**src/rtl/imm_extend_pipe.sv**
```systemverilog
// Immediate-extension unit (sign/zero/upper/branch) behind a two-entry skid buffer.
// Define IMM_EXT_SHIFT_EN to implement upper/branch modes; otherwise they return err.
module imm_extend_pipe #(
  parameter int unsigned IN_BITS  = 16,
  parameter int unsigned OUT_BITS = 32
) (
  input  logic                clk,
  input  logic                rst,
  input  logic                in_valid,
  output logic                in_ready,
  input  logic [IN_BITS-1:0]  in_data,
  input  logic [1:0]          in_mode,
  output logic                out_valid,
  input  logic                out_ready,
  output logic [OUT_BITS-1:0] out_data,
  output logic                out_err
);

  localparam int unsigned PAD = OUT_BITS - IN_BITS;

  typedef enum logic [1:0] {
    S_EMPTY,
    S_ONE,
    S_FULL
  } state_t;

  state_t              r_state;
  state_t              w_state_nxt;
  logic [OUT_BITS-1:0] r_main_data;
  logic                r_main_err;
  logic [OUT_BITS-1:0] r_skid_data;
  logic                r_skid_err;

  logic [OUT_BITS-1:0] w_sext;
  logic [OUT_BITS-1:0] w_zext;
  logic [OUT_BITS-1:0] w_ext;
  logic                w_err;
  logic                w_acc;
  logic                w_con;
  logic                w_ld_main;
  logic                w_ld_skid;
  logic                w_mv_skid;

  assign w_sext = {{PAD{in_data[IN_BITS-1]}}, in_data};
  assign w_zext = {{PAD{1'b0}}, in_data};

  always_comb begin
    w_ext = '0;
    w_err = 1'b0;
    case (in_mode)
      2'b00: w_ext = w_sext;
      2'b01: w_ext = w_zext;
`ifdef IMM_EXT_SHIFT_EN
      2'b10: w_ext = {in_data, {PAD{1'b0}}};
      2'b11: w_ext = {w_sext[OUT_BITS-3:0], 2'b00};
`else
      default: begin
        w_ext = '0;
        w_err = 1'b1;
      end
`endif
    endcase
  end

  // Gated by rst so nothing is accepted while the buffer is being cleared.
  assign in_ready  = (r_state != S_FULL) && !rst;
  assign out_valid = (r_state != S_EMPTY);
  assign out_data  = r_main_data;
  assign out_err   = r_main_err;

  assign w_acc = in_valid && in_ready;
  assign w_con = out_valid && out_ready;

  always_comb begin
    w_state_nxt = r_state;
    w_ld_main   = 1'b0;
    w_ld_skid   = 1'b0;
    w_mv_skid   = 1'b0;
    case (r_state)
      S_EMPTY: begin
        if (w_acc) begin
          w_state_nxt = S_ONE;
          w_ld_main   = 1'b1;
        end
      end
      S_ONE: begin
        if (w_acc && w_con) begin
          w_ld_main = 1'b1;
        end else if (w_acc) begin
          w_state_nxt = S_FULL;
          w_ld_skid   = 1'b1;
        end else if (w_con) begin
          w_state_nxt = S_EMPTY;
        end
      end
      S_FULL: begin
        if (w_con) begin
          w_state_nxt = S_ONE;
          w_mv_skid   = 1'b1;
        end
      end
      default: w_state_nxt = S_EMPTY;
    endcase
  end

  always_ff @(posedge clk) begin
    if (rst) begin
      r_state     <= S_EMPTY;
      r_main_data <= '0;
      r_main_err  <= 1'b0;
      r_skid_data <= '0;
      r_skid_err  <= 1'b0;
    end else begin
      r_state <= w_state_nxt;
      if (w_ld_main) begin
        r_main_data <= w_ext;
        r_main_err  <= w_err;
      end else if (w_mv_skid) begin
        r_main_data <= r_skid_data;
        r_main_err  <= r_skid_err;
      end
      if (w_ld_skid) begin
        r_skid_data <= w_ext;
        r_skid_err  <= w_err;
      end
    end
  end

endmodule

```
**config.mk**
```make
export PLATFORM = sky130hd
export DESIGN_NAME = imm_extend_pipe
export DESIGN_NICKNAME = d
export VERILOG_FILES = /design/src/rtl/imm_extend_pipe.sv
export SDC_FILE = /design/constraint.sdc
export NUM_CORES = 1
export LEC_CHECK = 0
export BUFFER_PORTS_ARGS = -buffer_cell sky130_fd_sc_hd__buf_2
export CAP_MARGIN = 0
export CORE_AREA = 2 2 75 77
export CTS_CLUSTER_SIZE = 14
export DETAILED_ROUTE_END_ITERATION = 10
export DIE_AREA = 0 0 77 79
export HOLD_SLACK_MARGIN = 0.03
export SYNTH_ARGS = -nofsm -noshare
export SYNTH_HDL_FRONTEND = slang
export SYNTH_SLANG_ARGS = --single-unit
```
**constraint.sdc**
```tcl
create_clock -name clk -period 2.7 [get_ports clk]
set_input_delay 0.675 -clock clk [delete_from_list [all_inputs] [get_ports clk]]
set_output_delay 0.675 -clock clk [all_outputs]
set_load 0.02 [all_outputs]
```
### Yosys cells after proc, flatten, opt, wreduce, memory -nomap -nowiden

Cells that the tools add are included.

| storage, ports and cells | value |
|---|---|
| bits in read-only memories | 0 |
| output and inout port bits | 35 |
| bits in registers | 68 |
| memories | 0 |
| memory bits (writable) | 0 |
| logic and storage cells | 43 |
| input bits | 22 |
| latch bits | 0 |

| cells by class | value |
|---|---|
| order comparisons | 0 |
| reduce and logical (&&, ||, !) cells | 11 |
| multipliers | 0 |
| shift operators | 0 |
| add/sub/neg operators | 0 |
| multiplexer cells | 19 |
| divide/modulo/power cells | 0 |
| eq/ne operators | 8 |
| bitwise logic cells | 0 |

Operators with widths:

| operator | count |
|---|---|
| 2-to-1 mux 32 bit | 2 |
| one-hot mux 32 bit (2 select lines) | 1 |
| 2-to-1 mux 2 bit | 5 |
| 2-to-1 mux 1 bit | 9 |
| != test 2 bit (second input constant) | 4 |
| one-hot mux 2 bit (3 select lines) | 1 |
| == test 2 x 1 -> 1 bit (second input constant) | 2 |
| logical AND 1 bit | 4 |
| zero test 2 bit | 2 |
| AND reduction 4 bit | 1 |
| nonzero test 2 bit | 2 |
| != test 3 bit (second input constant) | 1 |
| == test 2 bit (second input constant) | 1 |
| one-hot mux 1 bit (2 select lines) | 1 |
| OR reduction 2 bit | 1 |
| zero test 1 bit | 1 |

### Longest topological paths before layout

Gate-level depths: netlist (run 1).

| logic depth | value |
|---|---|
| depth in word-level cells | 7 |
| mapped depth | 6 |
| mapped depth without buffers | 3 |

### Worst setup path after synthesis (run 1)

OpenSTA, ideal clock, no wires.

| timing path | value |
|---|---|
| path type | input-to-output |
| from | input rst |
| to | output in_ready |
| stages on the path | 4 |
| data required time | 2.025 ns |
| path slack | 0.486 ns |
| path buffers | 3 |
| arrival time | 1.539 ns |
| cell sequence | buf_2 clkbuf_1 buf_1 nor2_1 |

| between the ends | value |
|---|---|
| word-level cells in the longest chain between the ends | 2 |

RTL lines:

| what | RTL line | source |
|---|---|---|
| start: declaration | 8 | `input logic rst,` |
| zero test 1 bit | 66 | `assign in_ready = (r_state != S_FULL) && !rst;` |
| logical AND 1 bit | 66 |  |
| end: declaration | 10 | `output logic in_ready,` |

No other way between the ends.

### Worst setup path after layout (run 1)

| timing path | value |
|---|---|
| from | register r_state[1] |
| to | output in_ready |

| between the ends | value |
|---|---|
| word-level cells in the longest chain between the ends | 2 |

RTL lines:

| what | RTL line | source |
|---|---|---|
| start: declaration | 27 | `state_t r_state;` |
| start signal: assignment | 114 | `r_state <= w_state_nxt;` |
| != test 2 bit | 66 |  |
| logical AND 1 bit | 66 |  |

No other way between the ends.

==> results of run 1 <==
-- sequential cells by signal, summed over array words and instances (netlist names) --
| signal | cells |
|---|---|
| out_data | 17 |
| r_skid_data | 17 |
| r_skid_err | 1 |
| r_state | 2 |
| out_err | 1 |
-- path summary, 6_finish.rpt --
| path | cells after the start | slack [ns] | end |
|---|---|---|---|
| setup / recovery | 3 | 0.80 | in_ready |
| hold / removal | 2 | 0.48 | out_data[11]$_SDFFE_PP0P_ |
| setup reg to reg | 3 | 0.97 | out_data[4]$_SDFFE_PP0P_ |
| hold reg to reg | 2 | 0.48 | out_data[11]$_SDFFE_PP0P_ |
-- cells in the final DEF, fill, tap and decap left out, types with 2 or more instances in the layout --
| cell type | instances |
|---|---|
| a21oi_1 | 20 |
| a311oi_1 | 8 |
| a311oi_2 | 10 |
| buf_2 | 56 |
| buf_4 | 5 |
| clkbuf_8 | 6 |
| dfxtp_1 | 38 |
| nand2_1 | 37 |
| nand3_1 | 18 |
| nor2_1 | 2 |
| nor2b_1 | 18 |
| nor3_1 | 7 |
| nor3_2 | 12 |
| o21ai_1 | 18 |
-- power by group through the flow --
stage                     clock (mW)  combinational (mW)  sequential [mW]
final                          0.409               0.230            0.599
after global routing           0.447               0.250            0.603
after CTS                      0.423               0.232            0.599
after detailed placement           0               0.232            0.612
after global placement             0               0.231            0.612
after floorplan                    0               0.164            0.633
-- metal layers --
| layer | wire (um) | part of all wire [%] |
|---|---|---|
| met5 | 0 | 0 |
| met4 | 21 | 0.46 |
| met1 | 2210 | 48 |
| met3 | 286 | 6.2 |
| met2 | 2080 | 45 |
-- metrics by stage --
step	instances	hold WS, ns	setup WS (ns)	instance area [um^2]	total power [mW]
global placement	333	0.466	0.729	2200	0.843
floorplan	238	0.459	0.486	2040	0.797
global route	341	0.499	0.697	2290	1.30
detailed placement	333	0.474	0.687	2200	0.844
CTS	341	0.484	0.790	2290	1.25
finish	341	0.485	0.798	2290	1.24
-- worst min-delay path: cells and delay by family, from the launching register on --
kind	cells	cell delay, ns
AO/OA/AOI/OAI	1	0.07
flip-flops	1	0.31
AND/OR/NAND/NOR	1	0.05
-- cell type report --
class	instances	area, um^2	area share, %
Clock buffer	6	82.6	3.60
Clock inverter	2	12.5	0.545
Multi-Input combinational cell	162	1030	44.9
Sequential cell	38	761	33.2
Tap cell	72	90.1	3.93
Timing Repair Buffer	61	318	13.8
-- cells by family after synthesis --
logic type,synth area share [%]
mux,0.492
simple gates,29.4
buf+inv,12.1
flops,37.4
compound gates,20.7
==> metrics.cfg, run 1 <==
[route]
dr_total_vias=1756
finalWirelength_um=4590
initialDrtViolationCount=98
routed_via_density=5.15
drc=0
drtPass1Iterations=5
ant_nets=0
wl_per_cell_um=13.5

[synth]
synth_edf_count=0
syn_inst=238
syn_nets=260
syn_avg_cell_area_um2=8.55
synth.top_cells.by_count=dfxtp_1, nand2_1, a21oi_1, nor2b_1
ys.flop_type=dfxtp_1
synth.most_common_cell=dfxtp_1
syn_area_um2=2040
synth_cell_type_count=28
ys_seq_elements=38
yosys_warnings=0
synth_top_area_share_pct=37.4
synth-seq-area-share_pct=37.4
async_reset_ff_share_pct=0
synth_area_leaders=dfxtp_1, a311oi_2, nand2_1, buf_4, nor3_2
yosysTopAreaCell=dfxtp_1

[timing]
relSlewSlack_pct=51.9
min_period_ns=1.90
setup_tns_ns=0
fmax_mhz=526
hold_viol_final=0
tightest_slew_ns=0.722
grt_setup_unrepaired=false
skew_ns=0.00620
period_share_pct=70.4
finalSetupViolCount=0
slew_viol_final=0

[setup_path]
critPathCaptureType=primary output
crit-reg2reg-launch=r_state[1]$_SDFFE_PP0P_
critPathArrivalTime_ns=1.23
worstPathRequired_ns=2.03
cp_slowest_stage_delay_ns=0.53
cp_max_fo=9
cp_cell_sequence=nor2b_1 -> nor2_1 -> buf_2
worst-path-buf-inv=1
critPathLaunchType=register
critPathTopFamily=flip-flops
crit_type=register to primary output
cp-startpoint=r_state[1]$_SDFFE_PP0P_
cp_slowest_cell=dfxtp_1

[pwr]
p_sw_uw=367
power_density_nw_per_um2=539
seqPwrFrac_pct=48.4
max-vdd-ir-drop_mv=0.204
intPower_uw=870
p_comb_share_pct=18.6
switching_share_pct=29.7
leakage_nw=0.858
p_clk_share_pct=33.0

[place]
dp_hpwl_um=2760
io_buffers=56
gp_congestion=0.710

[grt]
grt_overflow=0
met1_usage_pct=20.9
grt_max_degree=38
antenna_found_initial=0
use_met3_pct=3.30
busiest_layer=met2
grt_pass1_wl_um=7800
grt_pass1_vias=1622
gr-usage-met2_pct=25.5
grt_usage_pct=15.5

[floorplan]
initial_utilization_pct=38.1
die-area_um2=6080
num_rows=27
pin_count=57
core_area_um2=5340
die_y_um=79
die_w_um=77

[layout]
n_antenna_cell=0
syn2layout_area_growth_pct=12.7
n_fill_cell=568
nets=290
post-route-util_pct=43.0
layout-drive-gt1-share_pct=36.4

[cts]
cts_root_buf=clkbuf_8
clk_latency_ns=0.28
post_cts_buffers=0
ctsHtreeMaxLevel=2
clockBufferDepth=2
cts_sinks=38
cts.clk_slew.worst_paths_ns=0.08
cts_resized=0
hold_buffers=0
cts_made_buffers=5
cts_tree=done

[min_path]
hp-start=out_data[11]$_SDFFE_PP0P_
hold_path_class=register to register

[run]
cap_viol_max_count=0

[outcome]
outcome=finished, final reports clean

Power figures use the tool's default switching activity.
==> run 2: changes to the inputs <==
==> constraint.sdc (replaced) <==
create_clock -name clk -period 1.7 [get_ports clk]
set_input_delay 0.425 -clock clk [delete_from_list [all_inputs] [get_ports clk]]
set_output_delay 0.425 -clock clk [all_outputs]
set_load 0.02 [all_outputs]
==> metrics.cfg, run 2 (synthesis results as in run 1) <==
[outcome]
outcome=finished, final reports clean

[setup_path]
cp_max_fo=8  ; -1
cp-startpoint=r_state[1]$_SDFFE_PP0P_
crit_type=register to primary output
worstPathRequired_ns=1.27  ; -0.76 ns
critPathCaptureType=primary output
crit-reg2reg-launch=r_state[0]$_SDFFE_PP0P_
critPathArrivalTime_ns=1.20  ; -0.03 ns
critPathLaunchType=register

[floorplan]
die_y_um=79  ; unchanged
initial_utilization_pct=38.1  ; unchanged
pin_count=57  ; unchanged
die-area_um2=6080  ; unchanged
num_rows=27  ; unchanged
die_w_um=77  ; unchanged
core_area_um2=5340  ; unchanged

[timing]
tightest_slew_ns=0.434  ; -0.288 ns
finalSetupViolCount=0  ; unchanged
skew_ns=0.00330  ; -0.00290 ns
hold_viol_final=0  ; unchanged
min_period_ns=1.63
fmax_mhz=615
relSlewSlack_pct=70.9  ; +19 points
grt_setup_unrepaired=false
period_share_pct=95.6
setup_tns_ns=0  ; unchanged
slew_viol_final=0  ; unchanged

[grt]
grt_pass1_wl_um=7710  ; -1.1%
grt_usage_pct=15.6  ; +0.094 points
grt_overflow=0  ; unchanged
antenna_found_initial=0  ; unchanged
grt_pass1_vias=1666  ; +2.7%
grt_max_degree=37  ; -2.6%

[place]
dp_cells=339  ; +1.8%
io_buffers=56  ; unchanged
dp_hpwl_um=2970  ; +7.8%
gp_congestion=0.750  ; +5.7%

[layout]
syn2layout_area_growth_pct=16.2
n_antenna_cell=0  ; unchanged
layout-drive-gt1-share_pct=37.4  ; +0.93 points
final_common_cell=buf_2
nets=296  ; +2.1%
most-common-layout-cells=buf_2, dfxtp_1, nand2_1
stdcell_count=345  ; +1.2%
post-route-util_pct=44.3  ; +1.3 points

[pwr]
power_density_nw_per_um2=826  ; +53%
leakage_nw=0.896  ; +4.4%
max-vdd-ir-drop_mv=0.413  ; +100%
finalPower_mw=1.95  ; +58%

[route]
ant_nets=0  ; unchanged
dr_total_vias=1771  ; +0.85%
drc=0  ; unchanged
routed_via_density=5.13  ; -0.32%
initialDrtViolationCount=110  ; +12%
drtPass1Iterations=4  ; -1
wl_per_cell_um=13.3  ; -1.2%
finalWirelength_um=4590  ; about the same

[cts]
ctsHtreeMaxLevel=2  ; unchanged
hold_buffers=0  ; unchanged
clk_latency_ns=0.28  ; about the same
cts.clk_slew.worst_paths_ns=0.07  ; about the same
post_cts_buffers=0  ; unchanged
cts_resized=0  ; unchanged
cts_root_buf=clkbuf_8
clockBufferDepth=2  ; unchanged
cts_made_buffers=5  ; unchanged
cts_tree=done
cts_sinks=38  ; unchanged

[min_path]
hold_path_class=input pin to register
hp-start=out_ready

[run]
cap_viol_max_count=0  ; unchanged

-- run 2: cell count changes in the layout (fill, tap and decap cells not counted), sizes merged --
cell	before	now
buf	61	67
clkinv	1	0
clkinvlp	1	0
-- run 2: layer usage --
metal	global-route usage [%]	wire length (um)	part of all wire [%]
met5	0	0	0
met4	5.18	48	1.0
met3	3.07	243	5.3
met2	25.5	2120	46
met1	20.7	2180	48
-- run 2: worst max-delay path, cell delays in order (launching register included) --
cell     delay [ns]
dfxtp_1        0.31
buf_4          0.16
or2_2          0.29
buf_2          0.16
-- run 2: final cells by class --
class	instances	area [um^2]
fill	572	2970
multi-input combinational	162	1030
sequential	38	761
timing repair buffer	67	400
tap	72	90.1
clock buffer	6	82.6
-- run 2: power by group --
part,total (mW),switching [mW],internal (mW)
sequential,0.951,0.0245,0.926
combinational,0.385,0.239,0.146
clock,0.619,0.306,0.313
total,1.95,0.569,1.38
-- run 2: path summary, 6_finish.rpt --
path                             endpoint  slack [ns]  depth (start not counted)
max                             out_valid        0.07                          3
min               r_state[1]$_SDFFE_PP0P_        0.42                          2
max reg2reg      out_data[1]$_SDFFE_PP0P_        0.36                          3
min reg2reg  r_skid_data[13]$_SDFFE_PP0P_        0.48                          2
-- run 2: through the flow --
step | cell area, um^2 | setup WS [ns] | hold slack, ns
finish | 2360 | 0.0748 | 0.416
CTS | 2360 | 0.0631 | 0.421
global route | 2360 | 0.0458 | 0.427
global placement | 2280 | 0.165 | 0.466
detailed placement | 2280 | 0.144 | 0.473
floorplan | 2040 | 0.0536 | 0.459
==> run 3: changes to the inputs <==
--- a/config.mk
+++ b/config.mk
@@ -7,11 +7,12 @@
 export LEC_CHECK = 0
 export BUFFER_PORTS_ARGS = -buffer_cell sky130_fd_sc_hd__buf_2
 export CAP_MARGIN = 0
-export CORE_AREA = 2 2 75 77
+export CORE_AREA = 2 2 69 71
 export CTS_CLUSTER_SIZE = 14
 export DETAILED_ROUTE_END_ITERATION = 10
-export DIE_AREA = 0 0 77 79
+export DIE_AREA = 0 0 71 73
 export HOLD_SLACK_MARGIN = 0.03
+export PLACE_DENSITY = 0.75
 export SYNTH_ARGS = -nofsm -noshare
 export SYNTH_HDL_FRONTEND = slang
 export SYNTH_SLANG_ARGS = --single-unit
==> metrics.cfg, run 3 (synthesis results as in run 1) <==
[grt]
grt_max_degree=37  ; unchanged
grt_pass1_vias=1611  ; -3.3%
grt_pass1_wl_um=7520  ; -2.5%
grt_usage_pct=18.5  ; +2.9 points
grt_overflow=0  ; unchanged
antenna_found_initial=0  ; unchanged

[outcome]
outcome=finished, final reports clean

[setup_path]
critPathLaunchType=register
cp_slowest_cell=dfxtp_1
worstPathRequired_ns=1.27  ; about the same
r2r_slack_ns=0.28  ; -0.08 ns
reg2reg_depth=3  ; unchanged
cp_max_fo=8  ; unchanged
crit_type=register to primary output
cp_slowest_stage_delay_ns=0.32  ; about the same
crit-reg2reg-launch=r_state[0]$_SDFFE_PP0P_
critPathArrivalTime_ns=1.22  ; +0.02 ns
critPathTopFamily=flip-flops
cp_cell_sequence=buf_4 -> or2_2 -> buf_2
timing.rr.end=out_err$_SDFFE_PP0P_
worst-path-buf-inv=2  ; unchanged
critPathCaptureType=primary output

[min_path]
hold_end=r_state[1]$_SDFFE_PP0P_
hp-start=out_ready
hold_path_class=input pin to register
worstHoldPathCells=2  ; unchanged

[timing]
slew_viol_final=0  ; unchanged
tightest_slew_ns=0.436  ; +0.00209 ns
min_period_ns=1.64  ; +0.0196 ns
setup_tns_ns=0  ; unchanged
grt_setup_unrepaired=false
skew_ns=0.00230  ; -0.000994 ns
finalSetupViolCount=0  ; unchanged
whs_ns=0.409  ; -0.00717 ns
hold_viol_final=0  ; unchanged
period_share_pct=96.8  ; +1.2 points
relSlewSlack_pct=70.8  ; -0.14 points
fmax_mhz=608  ; -1.2%

[route]
wl_per_cell_um=13.4  ; +1.0%
initialDrtViolationCount=101  ; -8.2%
routed_via_density=5.39  ; +4.9%
finalWirelength_um=4420  ; -3.7%
drtPass1Iterations=4  ; unchanged
drc=0  ; unchanged
ant_nets=0  ; unchanged
dr_total_vias=1772  ; +0.056%

[pwr]
max-vdd-ir-drop_mv=0.407  ; -1.3%
leakage_nw=0.902  ; +0.63%
power_density_nw_per_um2=833  ; +0.80%
finalPower_mw=1.95  ; -0.37%

[layout]
nets=298  ; +0.68%
syn2layout_area_growth_pct=14.8
post-route-util_pct=51.5  ; +7.2 points
stdcell_count=329  ; -4.6%
n_antenna_cell=0  ; unchanged
most-common-layout-cells=buf_2, dfxtp_1, nand2_1
layout-drive-gt1-share_pct=38.2  ; +0.82 points
final_common_cell=buf_2
n_fill_cell=423  ; -26%

[floorplan]
pin_count=57  ; unchanged
initial_utilization_pct=44.9  ; +6.7 points
core_area_um2=4540  ; -15%
die_y_um=73  ; -7.6%
die-area_um2=5180  ; -15%
die_w_um=71  ; -7.8%
num_rows=25  ; -7.4%

[cts]
post_cts_buffers=0  ; unchanged
clockBufferDepth=2  ; unchanged
hold_buffers=0  ; unchanged
cts_root_buf=clkbuf_8
cts_tree=done
cts_sinks=38  ; unchanged
clk_latency_ns=0.29  ; about the same
cts_made_buffers=5  ; unchanged
ctsHtreeMaxLevel=2  ; unchanged
cts.clk_slew.worst_paths_ns=0.07  ; about the same

[place]
dp_cells=323  ; -4.7%
gp_congestion=0.752  ; +0.16%
io_buffers=56  ; unchanged
dp_hpwl_um=2960  ; -0.36%

[run]
cap_viol_max_count=0  ; unchanged

-- run 3: cell types whose count changed in the layout (fill, tap and decap cells not counted), sizes merged --
cell	change
buf	+2
-- run 3: how the worst max path moves through the flow --
stage                            start                   endpoint  slack, ns  cells past startpoint
5_1_grt        r_state[1]$_SDFFE_PP0P_                   in_ready      0.003                      4
3_5_place_dp                       rst   out_data[1]$_SDFFE_PP0P_       0.12                      5
2_1_floorplan                      rst                   in_ready       0.05                      4
6_report       r_state[1]$_SDFFE_PP0P_                  out_valid       0.06                      3
3_3_place_gp                       rst  out_data[13]$_SDFFE_PP0P_       0.16                      5
4_1_cts        r_state[1]$_SDFFE_PP0P_                  out_valid       0.05                      3
-- run 3: what timing repair did --
action,in CTS,in global routing
resized for setup,0,2
endpoints found under the setup margin,0,1
hold endpoints to repair,0,0
-- run 3: metal layers --
layer / share of wire, % / up-vias / global-route usage, %
met3: 6.7 / 5 / 5.80
met1: 47 / 800 / 23.8
li1: - / 894 / -
met4: 1.5 / 0 / 6.92
met5: 0 / - / 0
met2: 44 / 73 / 29.4
-- run 3: area by class of cell --
cell class / count / area (um^2) / area share [%]
Tap cell: 54 / 67.6 / 2.89
Clock buffer: 6 / 82.6 / 3.53
Timing Repair Buffer: 69 / 393 / 16.8
Multi-Input combinational cell: 162 / 1030 / 44.2
Sequential cell: 38 / 761 / 32.5
-- run 3: through the flow --
step                      cell area, um^2  worst slack, ns
after floorplan                      2040           0.0536
after global placement               2250            0.163
after detailed placement             2250            0.123
after CTS                            2330           0.0483
after global routing                 2340          0.00337
final                                2340           0.0552
-- run 3: report_power, final --
group	total [mW]	internal [mW]	switching [mW]	leakage [nW]
combinational	0.383	0.144	0.239	0.549
sequential	0.950	0.927	0.0239	0.310
clock	0.614	0.313	0.301	0.0431
total	1.95	1.38	0.564	0.902
